File: config.mk
export PLATFORM = sky130hd
export DESIGN_NAME = multi_pixel_buffer
export DESIGN_NICKNAME = d
export VERILOG_FILES = /design/src/rtl/multi_pixel_buffer.sv
export SDC_FILE = /design/constraint.sdc
export NUM_CORES = 2
export LEC_CHECK = 0
export CORE_UTILIZATION = 46
export DETAILED_ROUTE_END_ITERATION = 16
export RECOVER_POWER = 25
export SETUP_SLACK_MARGIN = 0.05
export SLEW_MARGIN = 20
export SYNTH_ARGS = -nofsm -noshare
export SYNTH_HDL_FRONTEND = slang
export SYNTH_SLANG_ARGS = --single-unit
File: constraint.sdc
create_clock -name clk -period 5.4 [get_ports clk]
set_input_delay 1.08 -clock clk [delete_from_list [all_inputs] [get_ports clk]]
set_output_delay 1.08 -clock clk [all_outputs]
set_load 0.05 [all_outputs]
File: src/rtl/multi_pixel_buffer.sv
// Per-channel pixel FIFOs merged round-robin into one registered output stream.
// Also counts pops and pulses frame_done on the last pixel of each frame.
module multi_pixel_buffer #(
    parameter int NUM_CH       = 3,
    parameter int WIDTH        = 32,
    parameter int DEPTH        = 16,
    parameter int AF_MARGIN    = 2,
    parameter int FRAME_PIXELS = 307200,
    localparam int CW = (NUM_CH > 1) ? $clog2(NUM_CH) : 1
) (
    input  logic                    clk,
    input  logic                    rst,
    input  logic [NUM_CH-1:0]       we,
    input  logic [NUM_CH*WIDTH-1:0] data_in,
    output logic [NUM_CH-1:0]       full,
    output logic [NUM_CH-1:0]       almost_full,
    output logic [NUM_CH-1:0]       ovf,
    input  logic                    re,
    output logic [WIDTH-1:0]        data_out,
    output logic [CW-1:0]           ch_out,
    output logic                    empty,
    output logic                    frame_done
);

    localparam int AW = $clog2(DEPTH);
    localparam int PW = (FRAME_PIXELS > 1) ? $clog2(FRAME_PIXELS) : 1;
    localparam logic [AW:0]   CNT_FULL = (AW+1)'(DEPTH);
    localparam logic [AW:0]   CNT_AF   = (AW+1)'(DEPTH - AF_MARGIN);
    localparam logic [PW-1:0] PIX_LAST = PW'(FRAME_PIXELS - 1);

    logic [WIDTH-1:0] mem [NUM_CH][DEPTH];
    logic [AW-1:0]    wptr [NUM_CH];
    logic [AW-1:0]    rptr [NUM_CH];
    logic [AW:0]      cnt  [NUM_CH];

    logic             out_valid;
    logic [WIDTH-1:0] out_data;
    logic [CW-1:0]    out_ch;
    logic [CW-1:0]    last_grant;
    logic [PW-1:0]    pix_cnt;

    logic [NUM_CH-1:0] nonempty;
    logic [NUM_CH-1:0] accept;
    logic [NUM_CH-1:0] take;
    logic [CW-1:0]     grant;
    logic              found;
    logic              load;
    logic              pop;
    int                idx;

    always_comb begin
        for (int i = 0; i < NUM_CH; i++) begin
            full[i]        = (cnt[i] == CNT_FULL);
            almost_full[i] = (cnt[i] >= CNT_AF);
            nonempty[i]    = (cnt[i] != '0);
            accept[i]      = we[i] & ~full[i];
        end
    end

    // First non-empty channel after last_grant, wrapping modulo NUM_CH.
    always_comb begin
        grant = last_grant;
        found = 1'b0;
        idx   = 0;
        for (int k = 1; k <= NUM_CH; k++) begin
            idx = int'(last_grant) + k;
            if (idx >= NUM_CH) idx = idx - NUM_CH;
            if (!found && nonempty[idx]) begin
                found = 1'b1;
                grant = CW'(idx);
            end
        end
    end

    assign load = (~out_valid | re) & found;
    assign pop  = re & out_valid;

    always_comb begin
        take = '0;
        if (load) take[grant] = 1'b1;
    end

    assign frame_done = pop & (pix_cnt == PIX_LAST);
    assign data_out   = out_data;
    assign ch_out     = out_ch;
    assign empty      = ~out_valid;

    always_ff @(posedge clk) begin
        for (int i = 0; i < NUM_CH; i++) begin
            if (accept[i]) mem[i][wptr[i]] <= data_in[i*WIDTH +: WIDTH];
        end
    end

    always_ff @(posedge clk) begin
        if (rst) begin
            for (int i = 0; i < NUM_CH; i++) begin
                wptr[i] <= '0;
                rptr[i] <= '0;
                cnt[i]  <= '0;
            end
            ovf        <= '0;
            out_valid  <= 1'b0;
            out_data   <= '0;
            out_ch     <= '0;
            last_grant <= CW'(NUM_CH - 1);
            pix_cnt    <= '0;
        end else begin
            for (int i = 0; i < NUM_CH; i++) begin
                if (accept[i]) wptr[i] <= wptr[i] + AW'(1);
                if (take[i])   rptr[i] <= rptr[i] + AW'(1);
                if (we[i] && full[i]) ovf[i] <= 1'b1;
                cnt[i] <= cnt[i] + (AW+1)'(accept[i]) - (AW+1)'(take[i]);
            end
            if (load) begin
                out_valid  <= 1'b1;
                out_data   <= mem[grant][rptr[grant]];
                out_ch     <= grant;
                last_grant <= grant;
            end else begin
                out_valid  <= out_valid & ~re;
            end
            if (pop) pix_cnt <= frame_done ? '0 : pix_cnt + PW'(1);
        end
    end

endmodule

==> results.cfg <==
[flow_run]
max-cap-violations = 1

[timing]
maxSlewViolCount = 36
period_needed_ps = 4890
finalHoldViolations = 0
tightestPinTransition_ps = 2740
min_period_over_period_pct = 90.5
fin_ws_ps = 512
fmax_ghz = 0.205
hold_slack_ps = 466
setup_violations = 0
fin_skew_ps = 33.7
max_slew_margin_pct = -83.0
rsz0062_at_grt = no
tns_ps = 0

[detailed_routing]
vias = 41200
drcViolationCount = 0
drt-initial-drc-count = 4928
wl_per_cell_um = 30.7
via_per_inst = 6.11
wl_um = 207000
postRouteAntennaNets = 0
first_pass_iters = 6

[yosys]
synth_edf_count = 1560
syn_area_per_cell_um2 = 14.3
yosys_warnings = 0
synth_cells = 4541
yosysSeqAreaShare_pct = 74.2
synthFlopType = edfxtp_1
netlist_area_mm2 = 0.0651
synth_seq_cells = 1633
postSynth.asyncResetShare_pct = 0
synth.distinct_cells = 70
synth_nets = 4692

[critical_path]
path_cells = clkdlybuf4s50_1 > and2_1 > and3_1 > nand2b_1 > nor2_1 > nand2_1 > nor4_1 > clkdlybuf4s50_1
crit_type = input pin to output pin
required_ps = 4320
crit_family = buffers and inverters
cpPeakStageDelay_ps = 910
cpMaxStageDelayCell = clkdlybuf4s50_1
cp_common_cell = clkdlybuf4s50_1
crit_buf_inv = 2
crit_arrival_ps = 3810
worstSetupEndpointType = output pin
path_max_fanout = 5
startpoint_type = input pin

[layout]
final_net_count = 4877
drive_above_1_share_pct = 9.93
utilization_pct = 53.5
area_growth_pct = 15.0
diodes = 0

[cts]
clkSinkCount = 1633
ctsHoldBuffers = 0
cts_setup_buffers = 0
path_clk_slew_ps = 60
cts_buffer_depth = 3
cts_buffers = 170
clock_latency_ps = 820
post_cts_resized = 0
cts_root_buffer = clkbuf_16
htree_levels = 4
tritoncts = done

[status]
violations = max-capacitance violations, max-slew violations
outcome = complete, but fails checks

[place]
routabilityCongestion = 0.873
hpwl_um = 119000
dp_slack_ps = 535
io_buffers = 146

[global_route]
grt_pass1_wl_um = 290000
antenna_found_initial = 8
grt_pass1_vias = 38800
gr-total-overflow = 0
grt_max_degree = 134
grt_use_total_pct = 28.9

[floorplanning]
die_h_um = 378
dieArea_mm2 = 0.143
rows = 137
start_util_pct = 46.5
die_w_um = 378
fp.coreArea_mm2 = 0.140
io_pins = 147

[min_path]
worstHoldPathType = flip-flop to flip-flop
==> worst register-to-register path, delay by kind of cell (launching register included) <==
kind / cells / cell delay (ps)
flip-flops: 1 / 350
adder cells (fa/ha/maj): 1 / 170
buffers and inverters: 3 / 670
AND/OR/NAND/NOR: 3 / 2120
AO/OA/AOI/OAI: 6 / 1340
==> per-stage QoR <==
step	cells	cell area, um^2
floorplan	4541	65100
global placement	6430	69600
detailed placement	6430	69600
CTS	6741	74800
global route	6741	74800
finish	6741	74800
==> cells by family (layout without fill, tap and decap cells) <==
group / count (synthesis) / in the layout / share of synthesized area, %
buffers and inverters: 337 / 661 / 2.13
adders and majority gates: 49 / 49 / 0.977
DFF: 1633 / 1633 / 74.2
AOI/OAI and AO/OA: 591 / 591 / 6.55
xor gates and xnor gates: 37 / 37 / 0.498
muxes: 326 / 326 / 5.08
and+or+nand+nor: 1568 / 1568 / 10.5
==> cell type report <==
type,count,area (um^2)
clock buffer,237,4650
multi-input combinational,2571,15800
inverter,62,233
timing repair buffer,288,2910
fill,11400,65000
tap,1876,2350
sequential,1633,48300
clock inverter,74,588
==> state kept, by name (all words and copies together) (netlist names) <==
register	count
wptr	12
ch_out	2
rptr	12
out_valid	1
last_grant	1
data_out	32
pix_cnt	19
ovf	3
cnt	15
mem	1536
==> layer usage <==
layer | GRT usage [%] | vias to the layer above | share of wire (%)
met5 | 0.617 | - | 0.066
met4 | 9.79 | 4 | 3.5
met3 | 6.08 | 406 | 9.6
met2 | 46.4 | 2202 | 47
met1 | 39.1 | 21000 | 40
li1 | - | 17600 | -
==> cells in the final DEF, fill, tap and decap left out, types with 56 or more instances in the layout <==
master,synthesis,final
edfxtp_1,1560,1560
nand2_1,816,813
mux2i_1,293,293
nand3_1,247,243
nor2_1,250,235
clkbuf_16,0,172
buf_4,8,111
clkdlybuf4s50_1,0,88
a21oi_1,83,83
o21ai_0,79,79
dfxtp_1,73,73
nand4_1,69,69
a311oi_1,63,62
inv_1,62,61
dlygate4sd3_1,0,57
clkbuf_1,185,56
==> worst paths after layout <==
kind                   start     endpoint  slack, ps  cells after the start
setup / recovery          re   frame_done        510                      8
hold / removal        ovf[1]       ovf[1]        470                      2
setup reg to reg  cnt[0][12]  data_out[5]        620                     13
hold reg to reg       ovf[1]       ovf[1]        470                      2
==> Yosys cell counts, types with 5 or more instances <==
cell | count | area, um^2
clkbuf_1 | 185 | 694
a2111oi_0 | 33 | 289
nor4_1 | 45 | 282
o22a_1 | 32 | 280
o22ai_1 | 32 | 200
nand3_1 | 247 | 1240
nand2_1 | 816 | 3060
ha_1 | 46 | 576
mux2i_1 | 293 | 2930
nand4_1 | 69 | 432
dfxtp_1 | 73 | 1460
a311oi_1 | 63 | 552
nor3b_1 | 5 | 37.5
a211oi_1 | 34 | 255
o21a_1 | 32 | 240
a21o_1 | 6 | 45.0
and3_1 | 41 | 257
xnor2_1 | 15 | 131
buf_1 | 9 | 33.8
inv_1 | 62 | 233
o211ai_1 | 32 | 240
and2_1 | 49 | 307
o31ai_1 | 32 | 240
nor2_1 | 250 | 938
o21ai_0 | 79 | 395
nand2b_1 | 6 | 37.5
a31oi_1 | 39 | 244
edfxtp_1 | 1560 | 46800
buf_4 | 8 | 60.1
o41ai_1 | 31 | 272
a32oi_1 | 33 | 289
buf_2 | 73 | 365
mux2_2 | 33 | 372
xor2_1 | 22 | 193
a21oi_1 | 83 | 415
nor2b_1 | 5 | 31.3
nor3_1 | 20 | 100
Power is not shown: default switching activity piles up to over one toggle a cycle in this logic, so the estimate is an artifact.
